===== src/rtl/tamarac_trace_pkg.sv =====
// Shared constants, state encoding and character helpers for the tamarac trace UART.
package tamarac_trace_pkg;

    localparam int LINE_LEN = 17;

    localparam logic [7:0] CH_P  = 8'h50;
    localparam logic [7:0] CH_A  = 8'h41;
    localparam logic [7:0] CH_M  = 8'h4D;
    localparam logic [7:0] CH_SP = 8'h20;
    localparam logic [7:0] CH_CR = 8'h0D;
    localparam logic [7:0] CH_LF = 8'h0A;

    typedef enum logic {IDLE = 1'b0, SEND = 1'b1} trace_state_e;

    typedef struct packed {
        logic [15:0] pc;
        logic [15:0] acc;
        logic [7:0]  mpc;
    } snap_t;

    function automatic logic [7:0] hex2ascii(input logic [3:0] n);
        logic [7:0] r;
        r = (n < 4'd10) ? 8'h30 + {4'h0, n} : 8'h37 + {4'h0, n};
        return r;
    endfunction

    // Character at position idx of "Pxxxx Axxxx Mxx\r\n" for a given snapshot.
    function automatic logic [7:0] line_char(input logic [4:0] idx, input snap_t s);
        logic [7:0] c;
        case (idx)
            5'd0:    c = CH_P;
            5'd1:    c = hex2ascii(s.pc[15:12]);
            5'd2:    c = hex2ascii(s.pc[11:8]);
            5'd3:    c = hex2ascii(s.pc[7:4]);
            5'd4:    c = hex2ascii(s.pc[3:0]);
            5'd5:    c = CH_SP;
            5'd6:    c = CH_A;
            5'd7:    c = hex2ascii(s.acc[15:12]);
            5'd8:    c = hex2ascii(s.acc[11:8]);
            5'd9:    c = hex2ascii(s.acc[7:4]);
            5'd10:   c = hex2ascii(s.acc[3:0]);
            5'd11:   c = CH_SP;
            5'd12:   c = CH_M;
            5'd13:   c = hex2ascii(s.mpc[7:4]);
            5'd14:   c = hex2ascii(s.mpc[3:0]);
            5'd15:   c = CH_CR;
            default: c = CH_LF;
        endcase
        return c;
    endfunction

endpackage


===== src/rtl/uart_tx_byte.sv =====
// 8N1 byte serializer; a byte offered while the stop bit ends is started
// on the very next bit slot, so characters run back-to-back.
module uart_tx_byte #(
    parameter int CLKS_PER_BIT = 434
) (
    input  logic       clock,
    input  logic       reset,
    input  logic       valid,
    input  logic [7:0] data,
    output logic       ready,
    output logic       txd,
    output logic       active,
    output logic       done
);

    localparam int BW = (CLKS_PER_BIT > 2) ? $clog2(CLKS_PER_BIT) : 1;
    localparam logic [BW-1:0] BAUD_MAX = BW'(CLKS_PER_BIT - 1);

    logic [7:0]    shreg;
    logic [3:0]    bit_cnt;
    logic [BW-1:0] baud_cnt;
    logic          bit_end;

    assign bit_end = active && (baud_cnt == BAUD_MAX);
    assign done    = bit_end && (bit_cnt == 4'd9);
    assign ready   = !active || done;

    // bit_cnt: 0 = start, 1..8 = data LSB first, 9 = stop
    always_ff @(posedge clock or posedge reset) begin
        if (reset) begin
            active   <= 1'b0;
            txd      <= 1'b1;
            shreg    <= '0;
            bit_cnt  <= '0;
            baud_cnt <= '0;
        end else if (valid && ready) begin
            active   <= 1'b1;
            txd      <= 1'b0;
            shreg    <= data;
            bit_cnt  <= '0;
            baud_cnt <= '0;
        end else if (done) begin
            active   <= 1'b0;
            txd      <= 1'b1;
            bit_cnt  <= '0;
            baud_cnt <= '0;
        end else if (bit_end) begin
            baud_cnt <= '0;
            bit_cnt  <= bit_cnt + 4'd1;
            if (bit_cnt == 4'd8) begin
                txd <= 1'b1;
            end else begin
                txd   <= shreg[0];
                shreg <= {1'b0, shreg[7:1]};
            end
        end else if (active) begin
            baud_cnt <= baud_cnt + 1'b1;
        end
    end

endmodule


===== src/rtl/trace_uart_tx.sv =====
// Trace line sender: snapshots PC/ACC/MPC on start and emits one ASCII line
// through uart_tx_byte; starts arriving mid-line are counted in dropped.
module trace_uart_tx
    import tamarac_trace_pkg::*;
#(
    parameter int CLKS_PER_BIT = 434
) (
    input  logic        clock,
    input  logic        reset,
    input  logic        start,
    input  logic [12:0] pc,
    input  logic [15:0] acc,
    input  logic [4:0]  mpc,
    output logic        txd,
    output logic        busy,
    output logic [7:0]  dropped
);

    localparam logic [4:0] LAST_IDX = 5'(LINE_LEN - 1);

    trace_state_e state, state_nxt;
    snap_t        snap;
    logic [4:0]   idx;
    logic         last_sent;
    logic         accept;
    logic         tx_valid, tx_ready, tx_done, tx_active;
    logic [7:0]   tx_data;

    assign accept = start && (state == IDLE);

    always_ff @(posedge clock or posedge reset) begin
        if (reset) state <= IDLE;
        else       state <= state_nxt;
    end

    always_comb begin
        state_nxt = state;
        case (state)
            IDLE:    if (start) state_nxt = SEND;
            SEND:    if (last_sent && tx_done) state_nxt = IDLE;
            default: state_nxt = IDLE;
        endcase
    end

    always_comb begin
        tx_valid = (state == SEND) && !last_sent;
        tx_data  = line_char(idx, snap);
    end

    // idx names the next character to hand over; last_sent marks LF handed over.
    always_ff @(posedge clock or posedge reset) begin
        if (reset) begin
            snap      <= '0;
            idx       <= '0;
            last_sent <= 1'b0;
            dropped   <= '0;
        end else begin
            if (accept) begin
                snap.pc   <= {3'b000, pc};
                snap.acc  <= acc;
                snap.mpc  <= {3'b000, mpc};
                idx       <= '0;
                last_sent <= 1'b0;
            end else if (tx_valid && tx_ready) begin
                if (idx == LAST_IDX) last_sent <= 1'b1;
                else                 idx       <= idx + 5'd1;
            end
            if (start && (state != IDLE) && (dropped != 8'hFF))
                dropped <= dropped + 8'd1;
        end
    end

    uart_tx_byte #(.CLKS_PER_BIT(CLKS_PER_BIT)) u_byte (
        .clock  (clock),
        .reset  (reset),
        .valid  (tx_valid),
        .data   (tx_data),
        .ready  (tx_ready),
        .txd    (txd),
        .active (tx_active),
        .done   (tx_done)
    );

    // The engine is active exactly from the first start bit to the end of the LF stop bit.
    assign busy = tx_active;

endmodule


===== config.mk =====
export PLATFORM = sky130hd
export DESIGN_NAME = trace_uart_tx
export DESIGN_NICKNAME = d
export VERILOG_FILES = /design/src/rtl/tamarac_trace_pkg.sv /design/src/rtl/uart_tx_byte.sv /design/src/rtl/trace_uart_tx.sv
export SDC_FILE = /design/constraint.sdc
export NUM_CORES = 1
export LEC_CHECK = 0
export CAP_MARGIN = 20
export CORE_ASPECT_RATIO = 1.75
export CORE_MARGIN = 2
export CORE_UTILIZATION = 40
export DETAILED_ROUTE_END_ITERATION = 7
export GPL_TIMING_DRIVEN = 0
export PLACE_DENSITY = 0.65
export REMOVE_ABC_BUFFERS = 1
export SLEW_MARGIN = 20
export SYNTH_ARGS = -nofsm -noshare
export SYNTH_HDL_FRONTEND = slang
export SYNTH_HIERARCHICAL = 1
export SYNTH_SLANG_ARGS = --single-unit
export TNS_END_PERCENT = 20

===== constraint.sdc =====
create_clock -name clock -period 2.5 [get_ports clock]
set_clock_uncertainty 0.05 [all_clocks]
set_input_delay 0.5 -clock clock [delete_from_list [all_inputs] [get_ports clock]]
set_output_delay 0.5 -clock clock [all_outputs]
set_load 0.03 [all_outputs]

Word-level counts from Yosys, hierarchy flattened

Cells that the tools add are included.

Register bits: 72
Output and inout bits: 10
Word-level logic and storage cells: 129

$add $sub $neg: 24
Magnitude comparators: 10
Equality and inequality tests: 23
Mux-type cells: 37
Bitwise operators: 1
Reduce and logical (&&, ||, !) cells: 22

Operator list:

| cell                | count |
|---|---|
| $add 6x4->7 const A | 16 |
| $pmux 7 s15         | 1 |
| $mux 7              | 10 |
| $eq 5x4->1 const B  | 8 |
| $mux 9              | 4 |
| $lt 4x4->1 const B  | 8 |
| $mux 8              | 4 |
| $add 6x1->7 const A | 4 |
| $eq 5x3->1 const B  | 4 |
| $mux 5              | 3 |
| $mux 4              | 3 |
| $mux 1              | 11 |
| $eq 5x2->1 const B  | 2 |
| $add 9x1->9 const B | 1 |
| $eq 9x9->1 const B  | 1 |
| $add 8x1->8 const B | 1 |
| $eq 4x4->1 const B  | 2 |
| $logic_and 1x1->1   | 8 |
| $lt 1x4->1 const B  | 2 |
| $ne 8x8->1 const B  | 1 |
| $reduce_bool 2->1   | 4 |
| $add 5x1->5 const B | 1 |
| $eq 5x1->1 const B  | 1 |
| $eq 5x5->1 const B  | 1 |
| 13 further kinds    | 16 |

Depth between registers and ports, before layout

Word-level depth: 7
Gate-level depth with buffers: 9
Gate-level depth less buffers: 9

Hierarchy

The synthesis kept the hierarchy.

Modules (own cells, without submodules):

| module        | instances | cells each | area an instance (µm²) | seq. area each (µm²) |
|---|---|---|---|---|
| trace_uart_tx | 1         | 343        | 3,160.5                | 1,226.2 |
| uart_tx_byte  | 1         | 121        | 1,291.2                | 576.8 |

Worst setup path before layout

Ideal clock, no wire load.

Path kind: register to register
Start: register idx[2]
End: register u_byte.shreg[2]
Data arrival time: 2.027 ns
Data required time: 2.325 ns
Path slack: 0.298 ns
Stages on the path, launching flop included: 9
Path through: dfrtp_1 -> buf_4 -> buf_4 -> and3_1 -> ha_1 -> a31oi_1 -> o21ai_0 -> or4_1 -> mux2_2

Word-level cells in the longest chain between the ends: 4

RTL lines:

| item                                     | line                    | RTL |
|---|---|---|
| from (decl)                              | trace_uart_tx.sv:23     | `logic [4:0] idx;` |
| from (signal assigned)                   | trace_uart_tx.sv:66     | `else idx <= idx + 5'd1;` |
| $eq 5x4->1 or $eq 5x3->1 (tied branches) | tamarac_trace_pkg.sv:30 | `case (idx)` |
| $reduce_or 2->1 (no line)                | -                       |  |
| $pmux 7 s15 *                            | tamarac_trace_pkg.sv:30 |  |
| named net tx_data[2]                     | trace_uart_tx.sv:27     | `logic [7:0] tx_data;` |
| $mux 8 *                                 | uart_tx_byte.sv:36      | `end else if (valid && ready) begin` |
| to (signal assigned)                     | uart_tx_byte.sv:39      | `shreg <= data;` |
| to (signal assigned)                     | uart_tx_byte.sv:54      | `shreg <= {1'b0, shreg[7:1]};` |
| to (decl)                                | uart_tx_byte.sv:19      | `logic [7:0] shreg;` |

The timed path passes the listed nets; every way through them passes the cells marked *.
A chain may end at the register's enable or synchronous reset.

Final worst setup path

Start: register idx[0]
End: register u_byte.shreg[2]

Same word-level chain as after synthesis.

==> parameters.txt <==
Parameter                              Value

CTS
  Number of clock sinks    72
  CTS H-Tree Depth    3
  Maximum count of clock buffers along a single path    2
  TritonCTS clock tree    built
  Cts bufs inserted    9
  Clock tree root buffer cell    sky130_fd_sc_hd__clkbuf_16
  Clock slew seen by the registers of the worst setup and hold paths    60 ps
  Worst skew pair latency    340 ps

Finish
  Flip-flop and latch area    1800 um^2
  Leading cell type in the layout, fill and taps excluded    sky130_fd_sc_hd__dfrtp_1
  Core occupancy in the finished layout    0.499
  Fill cell total of the finished layout    1036
  Area of combinational cells with multiple inputs    between 2000 and 3000 um^2
  Layout cells sized above 1    0.157
  Growth of design area from synthesis to finish    23.1%
  NumNets Final    567
  Number of inserted diodes    0
  Commonest non-fill, non-tap cells in the layout    sky130_fd_sc_hd__dfrtp_1, sky130_fd_sc_hd__clkdlybuf4s50_1, sky130_fd_sc_hd__nand2_1

STA
  Slew of the pin with the lowest slew margin    886 ps
  Final Setup Violations    0
  Share of the clock period used by the worst path    0.975
  Worst max-slew margin expressed relative to the limit    0.409
  Highest Clock Rate    410 MHz
  Fin. Hold Viols    0
  Post-layout minimum cycle time    2440 ps
  Count of final max-slew check failures    0

Power and ir drop
  Worst ir drop on vdd    ~0.47 mV
  P_sw    between 0.001 and 0.0015 W
  Sw Ratio    0.318
  Cell Int Power    between 0.003 and 0.004 W
  Share of power burned in combinational logic    0.272
  Power density over the cells    approximately 850 nW/um^2
  Leakage power    2.22 nW
  Sequential share of power    0.366
  Clock power frac    0.362
  Power consumption    ~0.0047 W

Synth
  Count of state elements after synthesis    72
  Netlist area before placement    4450 um^2
  Yosys cell types    68
  Primary FF master, synth    sky130_fd_sc_hd__dfrtp_1
  Average footprint of a synthesized cell    between 9 and 10 um^2
  Biggest area consumer among synthesized cells    sky130_fd_sc_hd__dfrtp_1
  Post-synthesis async set-or-reset flop share    1.00
  Yosys warnings    6
  Sequential element share of the synthesized area    0.405
  Number of enable-type register cells in the synthesized netlist    0
  Cells after Synth    464
  Area share of the leading cell type in the synthesized netlist    0.399
  Area contributors post-synth    sky130_fd_sc_hd__dfrtp_1, sky130_fd_sc_hd__mux2_2, sky130_fd_sc_hd__ha_1, sky130_fd_sc_hd__o21ai_0, sky130_fd_sc_hd__nand2_1

Worst setup path
  Kind of end point of the critical path    register
  CP Cell Sequence    ha_2 > and3_1 > ha_1 > a31oi_4 > o21ai_0 > or4_1 > mux2_2
  Class of the most critical setup path    register to register
  Required time reported for the critical path endpoint    2670 ps
  Start of the worst register-to-register path    idx[0]$_DFFE_PP0P_
  End of the worst register-to-register path    u_byte/shreg[2]$_DFFE_PP0P_
  CP Buf/Inv Count    0
  Delay-heaviest family, CP    simple AND/OR/NAND/NOR gates
  Arrival time at the worst endpoint    2610 ps
  CP peak stage delay    540 ps
  Library cell contributing the largest single delay on the critical path    sky130_fd_sc_hd__or4_1
  Internal reg-to-reg setup slack    60 ps
  Maximum fanout along the worst path    8
  Logic depth of the worst register-to-register path    7
  Startpoint types    register

Hold path
  HP Start    u_byte/txd$_DFFE_PP1P_
  Endpoint of the worst hold path    u_byte/txd$_DFFE_PP1P_
  Cell depth of the worst min-delay path    2
  Type of the most critical hold path    register to register

Global route
  Via count of the first global-routing pass    3632
  Antenna violations before repair    0
  Total GRT Usage    0.185
  Total congestion overflow after global routing    0
  Global-route wire length before repair    between 15000 and 20000 um
  Maximum number of pins on one net before global-route repair    37

Route
  Via-to-Cell Ratio    5.54
  Number of remaining DRC errors    0
  Vias after detailed routing    3593
  Detailed-routing iteration count for the pre-antenna-repair pass    4
  Average wire length per cell after detail routing    16.3 um
  Drt total wl    10600 um
  Number of design-rule violations left by the first detailed-router iteration    128
  Number of nets with antenna violations after detailed routing    0

Floorplan
  I/O pin count    47
  Initial core utilization    0.406
  Chip Height    about 140 um
  Row Count    51
  Die area    between 10000 and 15000 um^2
  Core footprint    11000 um^2
  Die X-Extent    83.7 um

Placed design
  Port bufs    46
  Final HPWL from detailed placement    8390 um
  GPL Wtd Cong    0.928

Flow run
  Max capacitance violation total    0

Run status
  Run status    finished, final reports clean
## flip-flops by register name (all words and copies together), names as in the netlist
register	count
idx	5
u_byte/bit_cnt	4
u_byte/baud_cnt	9
state	1
dropped	8
last_sent	1
u_byte/active	1
u_byte/shreg	8
u_byte/txd	1
snap	34
## layer usage
layer	vias up	track usage	part of all wire
met5	-	0	0
met4	0	0.0968	0.049
met1	1717	0.185	0.37
li1	1772	-	-
met3	29	0.0327	0.029
met2	75	0.359	0.55
## area by class of cell
type	count	area share
multi-input combinational	352	0.458
sequential	72	0.329
timing repair buffer	48	0.0913
clock buffer	9	0.0411
clock inverter	7	0.0306
tap	132	0.0301
inverter	28	0.0192
## cell usage after synthesis, types with 9 or more instances
library cell              number
sky130_fd_sc_hd__nor2_1       28
sky130_fd_sc_hd__inv_1        28
sky130_fd_sc_hd__nand3_1       9
sky130_fd_sc_hd__ha_1         19
sky130_fd_sc_hd__dfrtp_1      71
sky130_fd_sc_hd__nor2b_1      13
sky130_fd_sc_hd__nor3_1        9
sky130_fd_sc_hd__mux2_2       33
sky130_fd_sc_hd__xnor2_1      18
sky130_fd_sc_hd__nand2_1      44
sky130_fd_sc_hd__o21ai_0      39
sky130_fd_sc_hd__a21oi_1      31
## power groups by stage
stage               Clock, W  Combinational [W]  Sequential [W]
floorplan                  0           0.000769         0.00175
global placement           0            0.00122         0.00171
detailed placement         0            0.00126         0.00172
CTS                  0.00172            0.00127         0.00170
global route         0.00177            0.00140         0.00175
finish               0.00169            0.00127         0.00171
## kinds of logic after synthesis
| family | share of synthesized area |
|---|---|
| buffers and inverters | 0.0385 |
| multiplexers | 0.0902 |
| other | 0.000842 |
| XOR/XNOR | 0.0433 |
| flip-flops | 0.405 |
| AO/OA/AOI/OAI | 0.172 |
| AND/OR/NAND/NOR | 0.197 |
| adder cells (fa/ha/maj) | 0.0534 |
## tightest hold or removal path, cell delays in order (launching register included)
cell and delay, ps:
sky130_fd_sc_hd__dfstp_2 370, sky130_fd_sc_hd__nand2_1 50, sky130_fd_sc_hd__a21boi_0 70
## stage by stage
| step | hold slack [ps] | std cells | setup TNS, ps | area (um^2) | worst slack [ps] |
|---|---|---|---|---|---|
| after floorplan | 414 | 452 | -15680 | 4390 | -507 |
| after global placement | 427 | 630 | -84800 | 5010 | -1880 |
| after detailed placement | 438 | 632 | -37.9 | 5060 | -37.9 |
| after CTS | 446 | 648 | 0 | 5460 | 65.6 |
| after global routing | 475 | 648 | -11.3 | 5480 | -11.3 |
| final | 443 | 648 | 0 | 5480 | 63.1 |
## what timing repair did
action | CTS | global route
hold buffers | 0 | 0
resized for setup | 3 | 3
setup endpoints to repair | 1 | 2
hold endpoints to repair | 0 | 0
buffers inserted | 0 | 0
## worst max-delay path by stage
| stage | from | to | slack (ps) | depth (start not counted) |
|---|---|---|---|---|
| floorplan | start | snap[10]$_DFFE_PP0P_ | -510 | 2 |
| global placement | start | snap[36]$_DFFE_PP0P_ | -1880 | 3 |
| detailed placement | idx[2]$_DFFE_PP0P_ | u_byte/shreg[2]$_DFFE_PP0P_ | -40 | 6 |
| CTS | idx[0]$_DFFE_PP0P_ | u_byte/shreg[2]$_DFFE_PP0P_ | 70 | 7 |
| global route | idx[0]$_DFFE_PP0P_ | u_byte/shreg[2]$_DFFE_PP0P_ | -10 | 7 |
| finish | idx[0]$_DFFE_PP0P_ | u_byte/shreg[2]$_DFFE_PP0P_ | 60 | 7 |
(Power assumes the default switching activity.)
